$ cat config.mk
export PLATFORM = sky130hd
export DESIGN_NAME = call_scheduler
export DESIGN_NICKNAME = d
export VERILOG_FILES = /design/src/rtl/call_scheduler.sv
export SDC_FILE = /design/constraint.sdc
export NUM_CORES = 1
export LEC_CHECK = 0
export BUFFER_PORTS_ARGS = -buffer_cell sky130_fd_sc_hd__buf_2
export CAP_MARGIN = 10
export CORE_ASPECT_RATIO = 2
export CORE_MARGIN = 1
export CORE_UTILIZATION = 63
export DETAILED_ROUTE_END_ITERATION = 6
export PLACE_DENSITY = 0.86
export SYNTH_ARGS = -nofsm -noshare
export SYNTH_HDL_FRONTEND = slang
export SYNTH_SLANG_ARGS = --single-unit
$ cat constraint.sdc
create_clock -name clk -period 4.82 [get_ports clk]
set_input_delay 0.964 -clock clk [delete_from_list [all_inputs] [get_ports clk]]
set_output_delay 0.964 -clock clk [all_outputs]
set_load 0.1 [all_outputs]
$ cat src/rtl/call_scheduler.sv
// Purpose : debounces the floor call buttons, latches pending calls and issues
//           one held one-hot request at a time to the elevator controller (SCAN order).
// Latency : button -> pending is 2 + DEB_CYCLES + 1 cycles; pending -> req is 2 cycles from idle.
// Backpres: a new request is issued only while busy=0; req is held until the door opens at that floor.
//
// Ports   : clk, reset_n (async active-low), btn[NUM_FLOORS] raw buttons,
//           andar_atual current floor, door_open, busy, req one-hot request,
//           pending latched calls, dir_up sweep direction (1 = up).
// Option  : define FIRE_RECALL_EN to add the fire_recall input (forces recall to floor 0).
module call_scheduler #(
    parameter int NUM_FLOORS = 5,
    parameter int DEB_CYCLES = 4
) (
    input  logic                  clk,
    input  logic                  reset_n,
    input  logic [NUM_FLOORS-1:0] btn,
    input  logic [2:0]            andar_atual,
    input  logic                  door_open,
    input  logic                  busy,
`ifdef FIRE_RECALL_EN
    input  logic                  fire_recall,
`endif
    output logic [NUM_FLOORS-1:0] req,
    output logic [NUM_FLOORS-1:0] pending,
    output logic                  dir_up
);

    localparam logic [1:0] IDLE  = 2'd0;
    localparam logic [1:0] ISSUE = 2'd1;
    localparam logic [1:0] SERVE = 2'd2;
    localparam int         SW    = 3;
    localparam logic [3:0] CNT_LAST = 4'(DEB_CYCLES - 1);

    logic [1:0]            state;
    logic [SW-1:0]         sel;
    logic [NUM_FLOORS-1:0] sync1, sync2, deb, deb_d;
    logic [3:0]            cnt [NUM_FLOORS];

    logic [NUM_FLOORS-1:0] rise, set_vec, clr_vec, sel_onehot, pending_n;
    logic [SW-1:0]         pos, up_sel, dn_sel, next_sel;
    logic                  up_found, dn_found, here, next_dir, serve_hit;

`ifdef FIRE_RECALL_EN
    logic recall_d;

    always_ff @(posedge clk or negedge reset_n) begin
        if (!reset_n) recall_d <= 1'b0;
        else          recall_d <= fire_recall;
    end
`endif

    // Input path: 2-flop synchroniser, then a per-bit run-length counter that
    // only moves the debounced level after DEB_CYCLES consecutive differing samples.
    always_ff @(posedge clk or negedge reset_n) begin
        if (!reset_n) begin
            sync1 <= '0;
            sync2 <= '0;
            deb   <= '0;
            deb_d <= '0;
            for (int i = 0; i < NUM_FLOORS; i++) cnt[i] <= 4'd0;
        end else begin
            sync1 <= btn;
            sync2 <= sync1;
            deb_d <= deb;
            for (int i = 0; i < NUM_FLOORS; i++) begin
                if (sync2[i] == deb[i]) begin
                    cnt[i] <= 4'd0;
                end else if (cnt[i] == CNT_LAST) begin
                    deb[i] <= sync2[i];
                    cnt[i] <= 4'd0;
                end else begin
                    cnt[i] <= cnt[i] + 4'd1;
                end
            end
        end
    end

    always_comb begin
        rise = deb & ~deb_d;

        // Out-of-range positions are treated as floor 0 for selection.
        pos = (int'(andar_atual) < NUM_FLOORS) ? andar_atual : '0;

        here     = 1'b0;
        up_found = 1'b0;
        dn_found = 1'b0;
        up_sel   = '0;
        dn_sel   = '0;
        for (int f = 0; f < NUM_FLOORS; f++) begin
            if (pending[f] && pos == SW'(f)) here = 1'b1;
        end
        // Scan from the top down so the last hit is the nearest floor above.
        for (int f = NUM_FLOORS - 1; f >= 0; f--) begin
            if (pending[f] && f > int'(pos)) begin
                up_found = 1'b1;
                up_sel   = SW'(f);
            end
        end
        // Scan from the bottom up so the last hit is the nearest floor below.
        for (int f = 0; f < NUM_FLOORS; f++) begin
            if (pending[f] && f < int'(pos)) begin
                dn_found = 1'b1;
                dn_sel   = SW'(f);
            end
        end

        next_sel = pos;
        next_dir = dir_up;
        if (!here) begin
            if (dir_up) begin
                if (up_found) begin
                    next_sel = up_sel;
                end else begin
                    next_dir = 1'b0;
                    next_sel = dn_sel;
                end
            end else begin
                if (dn_found) begin
                    next_sel = dn_sel;
                end else begin
                    next_dir = 1'b1;
                    next_sel = up_sel;
                end
            end
        end

        // Service completes only when the door opens at the requested floor.
        serve_hit = (state == SERVE) && door_open && (andar_atual == sel);
        for (int f = 0; f < NUM_FLOORS; f++) begin
            sel_onehot[f] = (sel == SW'(f));
            clr_vec[f]    = serve_hit && (sel == SW'(f));
        end

        set_vec = rise;
`ifdef FIRE_RECALL_EN
        // Presses during recall (and its release cycle) are dropped.
        if (fire_recall || recall_d) set_vec = '0;
`endif
        // Clear has priority over a simultaneous set of the same floor.
        pending_n = (pending | set_vec) & ~clr_vec;
`ifdef FIRE_RECALL_EN
        if (fire_recall) pending_n = '0;
`endif
    end

    always_ff @(posedge clk or negedge reset_n) begin
        if (!reset_n) pending <= '0;
        else          pending <= pending_n;
    end

    always_ff @(posedge clk or negedge reset_n) begin
        if (!reset_n) begin
            state  <= IDLE;
            sel    <= '0;
            req    <= '0;
            dir_up <= 1'b1;
        end else begin
`ifdef FIRE_RECALL_EN
            if (fire_recall) begin
                state  <= SERVE;
                sel    <= '0;
                req    <= NUM_FLOORS'(1);
                dir_up <= 1'b0;
            end else if (recall_d) begin
                state <= IDLE;
                req   <= '0;
            end else
`endif
            begin
                case (state)
                    IDLE: begin
                        req <= '0;
                        if (pending != '0 && !busy) begin
                            sel    <= next_sel;
                            dir_up <= next_dir;
                            state  <= ISSUE;
                        end
                    end
                    ISSUE: begin
                        req   <= sel_onehot;
                        state <= SERVE;
                    end
                    SERVE: begin
                        if (serve_hit) begin
                            req   <= '0;
                            state <= IDLE;
                        end
                    end
                    default: begin
                        req   <= '0;
                        state <= IDLE;
                    end
                endcase
            end
        end
    end

endmodule
# == Word level (Yosys, flattened, before mapping) ==
# Index checks and enable logic that the tools add are counted.
# op_classes
order_cmp,10
add_sub_neg,5
n_reduce_logical,35
bitwise,11
eq_ne,23
muxes,45
# ops
op,count
4-bit two-way mux,10
3-bit two-way mux,12
1-bit logical AND,22
4-bit by 1-bit adder with 4-bit output (second input constant),5
4-bit by 2-bit equality test with 1-bit output (second input constant),5
1-bit two-way mux,18
2-bit AND reduction,7
3-bit by 2-bit equality test with 1-bit output (second input constant),4
5-bit AND,2
5-bit NOT,2
5-bit case mux with 2 select lines,1
3-bit by 1-bit equality test with 1-bit output (second input constant),2
3-bit equality test (second input constant),2
2-bit by 3-bit > comparator with 1-bit output (first input constant),2
3-bit zero test,2
1-bit by 3-bit < comparator with 1-bit output (first input constant),2
2-bit by 3-bit < comparator with 1-bit output (first input constant),2
1-bit NOT,6
2-bit case mux with 3 select lines,1
1-bit equality test,5
5-bit two-way mux,1
5-bit OR,1
5-bit nonzero test,1
2-bit two-way mux,2
11 further kinds,12
# word_totals
wordCells,147
reg_bits,56
in_bits,12

# == Longest topological paths before layout ==
# Gate-level depths: netlist of run 1.
# depth
word_depth,12
depth_mapped,6
mapped_depth_nobuf,5

# == Worst setup path after synthesis of run 1 ==
# No wires, ideal clock.
# synth_path
kind,register -> register
start,register pending[0]
end,register sel[0]
t_required_ns,4.738
slack_ns,2.705
path_stages_with_launch,7
period_less_slack_ns,2.115
arrival_ns,2.033
path_buffers,1
setup_ns,0.082
path_cell_list,dfrtp_1 -> clkbuf_1 -> a211oi_1 -> a211oi_1 -> nor3_1 -> a211o_1 -> a31oi_1
# synth_via
elab_chain_len,9
# synth_lines
item,line,rtl
"start, declared",24,"output logic [NUM_FLOORS-1:0] pending,"
"start signal, assigned",148,else pending <= pending_n;
1-bit logical AND,101,if (pending[f] && f < int'(pos)) begin
1-bit two-way mux (5 in series),101,
3-bit two-way mux,118,if (dn_found) begin
3-bit two-way mux,110,if (dir_up) begin
3-bit two-way mux,109,if (!here) begin
"end signal, assigned",174,sel <= next_sel;
"end, declared",35,logic [SW-1:0] sel;
# Parallel ways exist; a longest one is shown, timed or not.
# A chain may end at the register's enable or synchronous reset.

# == Worst setup path after layout of run 1 ==
# layout_path
start,register pending[1]
end,output pending[1]
# No word-level cell between the ends.

==> results list, run 1 <==
- The run finished with clean final reports.
* Total number of cells along the worst setup path: 1
- The share of the Yosys chip area taken by registers is 0.547.
- For this design the top-level I/O count stands at 23.
- Wire length of the first global-routing pass: 8180 um
* Slowest cell on the critical path: sky130_fd_sc_hd__dfrtp_1
* Final weighted congestion in routability-driven placement: 0.897
- Floorplan die area: 0.00435 mm^2
- Maximum operating frequency: 410 MHz
- Final period demand of the worst path: 2.44 ns
- The count of endpoints failing hold in the final timing report is 0.
* Logic pwr share: 0.323
* Final Max Slew Viols: 0
* Reg-to-Reg Start: pending[2]
- The worst setup path is of the reg -> out kind.
- Setup violations remaining at the end of the flow were counted as 0.
- Hold_sp: sync1[4]
* Crit path required time: 3.86 ns
- Sum of routed wire length over all layers: slightly below 5000 um
* Most common cell after layout, fill and taps aside: sky130_fd_sc_hd__dfrtp_1
- In the layout the commonest cells are sky130_fd_sc_hd__dfrtp_1, sky130_fd_sc_hd__buf_2, sky130_fd_sc_hd__nor2_1.
- Worst-case setup margin in the final layout: 2.38 ns
* Part of the power in registers: 0.497
* Total negative slack: 0 ns
* Worst EP arrival: 1.47 ns
* Number of buffers between clock root and the deepest sink: 2
- Synthesized net count: 239
* Worst-Margin Slew: 0.672 ns
- Reg2reg end: sel[2]
* Crit. End Element: output port
- Via density per instance: 6.01
- Post-synthesis sequential element count: 56
- The die is between 40 and 50 um wide.
* Row cnt: 32
- Count of cell types in the netlist: between 40 and 50
* Final routed DRC violation total: 0
- Average cell area after synthesis: 11.6 um^2
- In this run the worst path has a maximum fanout of 11.
- RSZ-0062 raised after global routing: false
- The analysis attributes to net switching a power of 565 uW.
* Depth of the worst register-to-register path: 5
- The critical path goes through buf_2.
- The clock net in this run drives a total of 56 sinks.
* WHS Path Cells: 0
- Broken down by cell family, the worst path's largest delay share belongs to flip-flops.
- Critical path origin: pending[1]
- Congestion Overflow GR: 0
- Max-Cap Viols: 0
- Clk root buf: sky130_fd_sc_hd__clkbuf_8
- Dominant register cell in the synthesized netlist: sky130_fd_sc_hd__dfrtp_1
- The number of buffers and inverters on the critical path is 1.
- Die height: 92.3 um
- The number of antenna violations at the first check in global routing is 0.
* Filler instances: 289
- The core region is 0.00388 mm^2.
- CTS tree: yes
- For this run, the number of Yosys warnings is 0.
- Crit-path max cell delay: 0.64 ns
- Share of power burned in the clock network: 0.180
- Internal power: around 860 uW
* Fraction of layout cells with a size suffix above 1: 0.193
* 1st-iter DRT viols: 46
* Slew HR: 0.551
- Once detailed placement completed, the half-perimeter wirelength came to 3460 um.
- Endpoint with the worst hold slack: sync2[4]
* Synthesized instance count: 222
- For flop-to-flop paths, the worst setup slack is 2.90 ns.
* Cts hold-fix bufs: 0
- Syn-to-layout area delta: 8.97%
- For this block, the via count after detailed routing is 1,773.
- In this run the remaining antenna-violating nets after routing total 0.
- Clock Skew: 0.00882 ns
- The number of global-route vias before repair was 1,826.
- Routed wire length per instance: 16.3 um
* Maximum number of pins on one net before global-route repair: 57
* Total of buffers placed on input and output ports: 22
- Resized cells post-CTS: 0
* H-tree level count: 2
- Worst vdd ir: 0.363 mV
- In this run, synthesis inferred 0 flip-flops with an integrated enable.
- The analysis attributes to cell leakage a power of ~0.0013 uW.
- The first detailed-routing pass ran for 4 iterations.
- The worst setup path is launched from a flop.
* Post-synthesis async set-or-reset flop share: 1.00
* Net switching fraction of the power: 0.396
- After clock tree synthesis, the clock-pin slew on the worst setup and hold paths is 0.10 ns.
- For this configuration, the core starts out at a cell density of 0.661.
- The repair_antennas step left the layout with diodes totalling 0.
- Count of buffers added by post-CTS timing repair for setup: 0
* Nets: 260
- Of the available clock period, the critical path in the final layout requires 0.506.
* Worst slack after detailed placement: 2.32 ns
* Worst skew pair latency: 0.31 ns
* Overall fraction of global-route tracks in use: 0.266
- Areal power density over the cells: 510 mW/mm^2
- TritonCTS created 5 clock buffers.
- The tightest min-delay check is of the reg -> reg type.
- The synthesized netlist occupies a cell area of 0.00257 mm^2.
## metrics by stage
| stage | hold slack (ns) | std cells | total power (uW) | util | instance area [um^2] |
|---|---|---|---|---|---|
| finish | 0.350 | 295 | 1430 | 0.720 | 2800 |
| global route | 0.365 | 295 | 1510 | 0.720 | 2800 |
| CTS | 0.354 | 295 | 1440 | 0.720 | 2800 |
| detailed placement | 0.340 | 287 | 1180 | 0.696 | 2700 |
| global placement | 0.333 | 287 | 1150 | 0.696 | 2700 |
| floorplan | 0.331 | 222 | 1060 | - | 2570 |
## registers in the layout, summed over array words and instances (netlist names)
register and flops:
cnt 20, deb 5, deb_d 5, pending 5, req 5, sync1 5, sync2 5, sel 3
state 2, dir_up 1
## cell families after synthesis
group / after synthesis / share of synthesized area
xor gates and xnor gates: 13 / 0.0444
muxes: 12 / 0.0507
buffers and inverters: 18 / 0.0302
AOI/OAI and AO/OA: 43 / 0.133
and+or+nand+nor: 75 / 0.171
DFF: 56 / 0.547
adders and majority gates: 5 / 0.0244
## area by class of cell
type                            instances  area, um^2  share of cell area
Timing Repair Buffer                   23         118              0.0421
Tap cell                               51        63.8              0.0228
Multi-Input combinational cell        148        1090               0.388
Clock buffer                            5        68.8              0.0246
Sequential cell                        56        1400               0.502
Inverter                                9        33.8              0.0121
Clock inverter                          3        23.8             0.00850
## layer usage
metal	track usage	wire length (um)	vias up
li1	-	-	828
met1	0.319	1850	881
met2	0.435	2610	45
met3	0.0433	122	19
met4	0.138	224	0
met5	0	0	-
## Yosys cell counts, drive strengths merged, types with 2 or more instances
library cell / count / area, um^2
nor2: 16 / 60.1
nand4: 2 / 12.5
inv: 9 / 33.8
dfrtp: 55 / 1380
or2: 3 / 21.3
mux2i: 4 / 40.0
o211a: 2 / 20.0
nand2b: 8 / 50.1
buf: 4 / 25.0
a211oi: 4 / 35.0
a22o: 3 / 26.3
nand3: 6 / 30.0
ha: 5 / 62.6
nand3b: 5 / 37.5
nor2b: 10 / 70.1
nor3b: 8 / 60.1
nor4bb: 2 / 20.0
xnor2: 8 / 70.1
a31oi: 4 / 25.0
mux2: 8 / 90.1
nor3: 9 / 45.0
nand2: 4 / 15.0
xor2: 5 / 43.8
clkbuf: 5 / 18.8
o21ai: 3 / 15.0
a21oi: 15 / 75.1
a32o: 3 / 30.0
## worst max-delay path by stage
stage / to / slack [ns]
finish: pending[1] / 2.38
floorplan: sel[0] / 2.71
CTS: pending[1] / 2.38
global route: pending[1] / 2.31
detailed placement: dir_up / 2.32
global placement: dir_up / 2.42
## power groups by stage
stage	Clock (uW)	Sequential, uW	Combinational, uW
after floorplan	0	774	289
after global placement	0	706	445
after detailed placement	0	716	459
after CTS	264	707	464
after global routing	279	728	506
final	257	708	461
Note: power is estimated with default switching activity, not from simulation.
==> run 2: changes to the inputs <==
CORE_UTILIZATION = 58   (was 63)
PLACE_DENSITY = 0.8   (was 0.86)
clock period = 2.35 ns   (was 4.82 ns; I/O delays follow)
==> run 2 against run 1 <==
Sequential share of layout area is 0.42 points lower. First-iteration DRC count is 28% lower. Final area is 0.85% higher. Sequential power is 100% higher. Critical path depth stayed put. Total power is 100% higher. Combinational power is 100% higher. Critical endpoint unchanged. Non-clock buffer count is 3 higher. Clock power is 99% higher.
==> results list, run 2 (synthesis results as in run 1) <==
* Worst slack after detailed placement: 0.440 ns
* H-tree level count: 2
- DR vias: 1,712
- Once placement finished, the instance area stood at between 0.002 and 0.003 mm^2.
- Number of failing setup endpoints in the final timing report: 0
* Crit. End Element: output port
* Total of buffers placed on input and output ports: 22
* Syn-to-layout area delta: 9.90%
- The count of endpoints failing hold in the final timing report is 0.
- Areal power density over the cells: roughly 1000 mW/mm^2
- In this run the remaining antenna-violating nets after routing total 0.
* Final design instance area without fill: 0.00282 mm^2
- Once the clock tree was built, the setup fixing pass inserted 0 buffers.
- The floorplan has 33 rows.
- The initial utilization of the core area, before any placement, comes to 0.615.
- Leading cell types in the layout, fill and taps excluded: sky130_fd_sc_hd__dfrtp_1, sky130_fd_sc_hd__buf_2, sky130_fd_sc_hd__nor2_1
* Crit-path max cell delay: 0.61 ns
- After detailed routing, the number of remaining DRC violations is 0.
* Final Max Slew Viols: 0
- Data on the critical path arrives at its endpoint at 1.42 ns.
* Final weighted congestion in routability-driven placement: roughly 0.86
- Summed over all cells, the static leakage comes to 0.00128 uW.
* Type of the tightest min-delay check: in -> async
* HPWL after detailed placement: 3490 um
* Floorplan die area: 0.00471 mm^2
* Sum of routed wire length over all layers: 4630 um
- In the final timing run, aggregate negative setup slack is 0 ns.
- Worst-path cell chain: buf_2
- After detailed routing, the number of vias per cell comes to 5.73.
- Entering global routing, the biggest net connects 25 pins.
- Worst-case setup margin in the final layout: 0.460 ns
- Resized cells post-CTS: 0
* RSZ-0062 raised after global routing: false
- STA classifies the critical path startpoint as a flop.
* Routed wire length per instance: 15.5 um
- Clock-pin slew on the worst setup and hold paths: about 0.09 ns
- Measured along the y axis, the die boundary spans 96.1 um.
- Sequential cell area: 0.00140 mm^2
- At the pin with the least slew margin, the transition time is 0.516 ns.
- Slew HR: 0.656
- cnt holds more flip-flops than any other register.
- In this run the clock root is driven by a sky130_fd_sc_hd__clkbuf_8.
- The worst-case IR drop observed on VDD is 0.710 mV.
- Number of antenna violations at the first check in global routing: 0
- Number of buffers between clock root and the deepest sink: 2
* Top Ports: 23
- Timing would allow up to ~530 MHz.
- In this run the worst path has a maximum fanout of 11.
- Final period demand of the worst path: 1.89 ns
* Core Footprint: 0.00417 mm^2
* Reg-to-Reg Start: pending[2]
- Congestion Overflow GR: 0
* Number of non-filler instances in the completed layout: approximately 300
- Across every metal layer, demand over resource in global routing totals 0.232.
- The flow ran to the end, and the final reports show no timing, DRC or antenna violations.
* Antenna diodes: 0
- In this design, the largest share of critical-path delay is due to flip-flops.
* Max reg flops: 20
- Final worst-path cycle share: 0.804
- Clock buffers created by TritonCTS: 5
- Wire length of the first global-routing pass: 7960 um
- In the final layout, the share of cells above drive strength 1 is 0.202.
- For the worst-skew pair, the clock arrives at the later sink with an insertion delay of 0.30 ns.
* 1st-iter DRT viols: 33
* Total area of multi-input combinational cells: 0.00109 mm^2
- Critical path origin: pending[1]
* Total number of clock tree sinks: 56
* Crit path required time: ~1.9 ns
- Nets: ~260
- Max-cap violations in this run came to 0.
- Count of TritonRoute iterations in the first routing pass: 6
- For this design, the slowest cell found on the critical path is sky130_fd_sc_hd__dfrtp_1.
* Clock Skew: 0.00581 ns
* Cts hold-fix bufs: 0
* Worst setup path class: reg -> out
- In this run, placement finished with an instance count of 291.
- Filler instances: 346
- The die is a little under 50 um wide.
- CTS tree: yes
- Leaving out fill and tap cells, the most frequent cell in the layout is sky130_fd_sc_hd__dfrtp_1.
- Count of buffer and inverter cells on the critical path: 1
- Number of global-route vias before repair: roughly 1,800
- Once layout is complete, the utilization of the core stands at 0.676.
[run 2: power breakdown]
part	total, uW	switching [uW]	internal (uW)
logic	942	587	354
clock network	511	276	235
registers	1450	244	1200
total	2900	1110	1790
[run 2: final timing paths]
path / slack [ns] / end / cells after the start
max reg2reg: 0.63 / sel[0] / 5
min reg2reg: 0.36 / sync2[3] / 0
min in group clk: 0.26 / sync1[1] / 1
min: 0.13 / cnt[15] / 1
max in group asynchronous: 1.60 / state[1] / 2
max: 0.46 / pending[1] / 1
[run 2: layout make-up]
cell class                      count  area share
Sequential cell                    56       0.497
Clock buffer                        6      0.0293
Multi-Input combinational cell    148       0.385
Inverter                            9      0.0120
Tap cell                           52      0.0231
Timing Repair Buffer               26      0.0497
Clock inverter                      2     0.00355
[run 2: per-layer routing]
layer	vias up	share of wire	GRT usage
met5	-	0	0
li1	828	-	-
met4	0	0.031	0.125
met3	12	0.025	0.0316
met2	35	0.55	0.434
met1	837	0.40	0.247
[run 2: stage by stage]
| stage | power [uW] | hold slack (ns) |
|---|---|---|
| after floorplan | 2180 | 0.174 |
| after global placement | 2380 | 0.332 |
| after detailed placement | 2410 | 0.340 |
| after CTS | 2940 | 0.133 |
| after global routing | 3110 | 0.158 |
| final | 2900 | 0.126 |
==> run 3: changes to the inputs <==
ABC_AREA = 1   (was unset)
clock period = 1.85 ns   (was 2.35 ns; I/O delays follow)
==> run 3 against run 2 <==
Count of clock-buffer cells in the layout is the same. Highest routed layer unchanged. Die area shrank 3.1%. Worst hold slack gained 0.039 ns.
==> results list, run 3 <==
- The run finished with clean final reports.
- Max-Cap Viols: 0
- Worst-case setup margin in the final layout: about 0.15 ns
- Count of TritonRoute iterations in the first routing pass: 4
- Dividing the detail-routed wire length by the instance count gives 13.3 um.
* Final hold violation count: 0
* Overall fraction of global-route tracks in use: 0.239
* Share of synthesized cell area in and, or, nand and nor gates: 0.228
- The area fraction in compound gates after synthesis came to 0.0620.
- Final worst-path cycle share: 0.920
- Final Max Slew Viols: 0
- Final period demand of the worst path: between 1.5 and 2 ns
- The floorplan has 33 rows.
- Post-synthesis async set-or-reset flop share: 1.00
* Worst EP arrival: around 1.3 ns
* Total area of multi-input combinational cells: 923 um^2
- Number of non-filler instances in the completed layout: around 350
- At the end of routability-driven placement, the weighted congestion stood at 0.893.
- The detailed router placed ~1,900 vias in this run.
- Worst slack after detailed placement: approximately 0.22 ns
- In this run the tightest slew margin relative to its limit is 0.671.
- Crit-path max cell delay: 0.59 ns
* Number of global-route vias before repair: between 1,500 and 2,000
- Total negative slack: 0 ns
* Wire length of the first global-routing pass: 7650 um
* Chip width: 48.3 um
- The biggest area contributor in the post-synthesis netlist is sky130_fd_sc_hd__dfrtp_1.
- Total of buffers placed on input and output ports: 22
- Effective utilization at floorplan: 0.608
- Reg2reg end: pending[1]
- Depth of the worst register-to-register path: 6
- Number of antenna violations at the first check in global routing: 0
- The worst setup path is launched from a flop.
- Worst vdd ir: about 0.94 mV
* CTS tree: yes
- The number of nets in the synthesized netlist is 287.
- Setup violations remaining at the end of the flow were counted as 0.
- Area after detailed placement: 0.00268 mm^2
- Clock Skew: 0.00815 ns
- Clock buffers created by TritonCTS: 5
- Final design instance area without fill: 0.00278 mm^2
* Slowest cell on the critical path: sky130_fd_sc_hd__dfstp_2
* Max reg flops: 20
* Maximum operating frequency: 587 MHz
- Most frequent cell after synthesis: sky130_fd_sc_hd__dfrtp_1
* Commonest cells in the netlist: sky130_fd_sc_hd__dfrtp_1, sky130_fd_sc_hd__nand2_1, sky130_fd_sc_hd__inv_1
* Top cells by area in the synthesized netlist: sky130_fd_sc_hd__dfrtp_1, sky130_fd_sc_hd__nand2_1, sky130_fd_sc_hd__inv_1, sky130_fd_sc_hd__nor2_1, sky130_fd_sc_hd__nand3_1
- The worst hold path begins at btn[0].
- Count of cell types in the netlist: 27
- Counting instances, the worst hold path has a depth of 1.
- Post-synthesis sequential element count: 56
- The sequential cells in the finished layout cover a total of 0.00140 mm^2.
* Sum of routed wire length over all layers: around 4700 um
* Worst setup slack for register-to-register paths: 0.34 ns
- Synthesized instance count: 270
* Congestion Overflow GR: 0
- Clock latency on the worst-skew pair, taken at its later pin, is 0.30 ns.
* Top Ports: 23
- Dominant register cell in the synthesized netlist: sky130_fd_sc_hd__dfrtp_1
* Dpl cells: between 300 and 400
* Number of buffers between clock root and the deepest sink: 2
- Worst setup path class: reg -> out
- In this run the number of H-tree levels came out at 2.
- The cell sitting at the root of the clock tree is a sky130_fd_sc_hd__clkbuf_8.
* Cell area after technology mapping: 0.00248 mm^2
* Floorplan die area: 0.00456 mm^2
- In this run, synthesis inferred 0 flip-flops with an integrated enable.
- Measured against the total synthesized area, the mux share comes to 0.
- Most common cell after layout, fill and taps aside: sky130_fd_sc_hd__dfrtp_1
- For this design, the sink count on the clock tree is 56.
* Main combinational cell family by area after synthesis: simple AND/OR/NAND/NOR gates
* Via density per instance: 5.26
* Antenna diodes: 0
- Worst-Margin Slew: around 0.50 ns
* 1st-iter DRT viols: 56
- Post-route ant nets: 0
- Final routed DRC violation total: 0
- Clock-pin slew on the worst setup and hold paths: roughly 0.1 ns
* Count of buffer and inverter cells on the critical path: 1
* Count of buffers added by post-CTS timing repair for setup: 0
- The net count of the finished layout is 318.
- The share of synthesized area in the top cell type comes to 0.554.
* Syn-to-layout area delta: 11.8%
- During synthesis, Yosys emitted a total of 0 warnings.
* Maximum number of pins on one net before global-route repair: 41
- Setup repair after global routing left no endpoint under its margin.
- A synthesized cell averages 9.20 um^2.
- Fraction of layout cells with a size suffix above 1: 0.152
* Top Family by Delay on Critical Path: flip-flops
* Filler instances: 328
* Reg-to-Reg Start: state[0]
- Crit path required time: 1.48 ns
* Die height: 94.5 um
* Crit. End Element: output port
* Biggest register: cnt
* Share of synthesized cell area in full adder, half adder and majority cells: 0.0252
- Once detailed placement completed, the half-perimeter wirelength came to 3620 um.
- The share of the Yosys chip area taken by registers is 0.565.
* Type of the tightest min-delay check: in -> reg
- Areal power density over the cells: 1300 mW/mm^2
- In this run the standard cell core region covers 0.00409 mm^2.
- Summed over all cells, the static leakage comes to 0.00143 uW.
- Tracing the worst setup path back leads to its startpoint at dir_up.
- Leading cell types in the layout, fill and taps excluded: sky130_fd_sc_hd__dfrtp_1, sky130_fd_sc_hd__nand2_1, sky130_fd_sc_hd__inv_1
* Crit-path max FO: 5
- Worst-path cell chain: buf_2
- The path with the worst hold slack has its endpoint at sync1[0].
* Overall power: 3610 uW
* Post-Synth XOR/XNOR Area: 0.0564
-- run 3: cell types whose count changed after synthesis, moves of 7 or more --
| cell | previous run | this run |
|---|---|---|
| sky130_fd_sc_hd__a21oi_1 | 15 | 8 |
| sky130_fd_sc_hd__inv_1 | 9 | 39 |
| sky130_fd_sc_hd__mux2_2 | 8 | 0 |
| sky130_fd_sc_hd__nand2_1 | 4 | 45 |
| sky130_fd_sc_hd__nand2b_1 | 8 | 0 |
| sky130_fd_sc_hd__nand3_1 | 6 | 24 |
| sky130_fd_sc_hd__nor2_1 | 16 | 37 |
| sky130_fd_sc_hd__nor2b_1 | 9 | 0 |
| sky130_fd_sc_hd__nor3_1 | 9 | 2 |
| sky130_fd_sc_hd__nor3b_1 | 8 | 0 |
| sky130_fd_sc_hd__o21ai_0 | 2 | 14 |
-- run 3: area by class of cell --
cell class                 instances  share of cell area
inverter                          40              0.0550
timing repair buffer              25              0.0532
clock buffer                       6              0.0261
multi-input combinational        173               0.332
clock inverter                     2             0.00450
tap                               52              0.0234
sequential                        56               0.505
-- run 3: worst max-delay path by stage --
stage               endpoint  cells after the start
finish                dir_up                      1
global route          dir_up                      1
global placement      sel[0]                     13
floorplan             dir_up                      9
CTS                   dir_up                      1
detailed placement    sel[1]                     10
-- run 3: kinds of logic after synthesis --
logic type | count (synthesis)
AO/OA/AOI/OAI | 29
XOR/XNOR | 16
adder cells (fa/ha/maj) | 5
buffers and inverters | 41
flip-flops | 56
AND/OR/NAND/NOR | 123
-- run 3: power breakdown --
group | leakage, uW | switching (uW) | internal, uW
registers | 0.000681 | 241 | 1540
logic | 0.000708 | 805 | 374
clock network | 0.0000412 | 377 | 266
total | 0.00143 | 1420 | 2180
-- run 3: metal layers --
metal | vias up | GRT usage | wire (um) | share of wire
met5 | - | 0 | 0 | 0
met4 | 0 | 0.113 | 122 | 0.026
met3 | 12 | 0.0363 | 128 | 0.027
met2 | 46 | 0.426 | 2650 | 0.56
met1 | 893 | 0.251 | 1820 | 0.39
li1 | 911 | - | - | -
-- run 3: metrics by stage --
stage / hold WS (ns) / utilization
2_1_floorplan: 0.0744 / -
3_3_place_gp: 0.317 / 0.656
3_5_place_dp: 0.318 / 0.656
4_1_cts: 0.157 / 0.680
5_1_grt: 0.147 / 0.680
6_report: 0.165 / 0.680
-- run 3: what timing repair did --
item,4_1_cts,5_1_grt
hold buffers,1,0
hold endpoints to repair,15,0
gates resized for setup,0,0
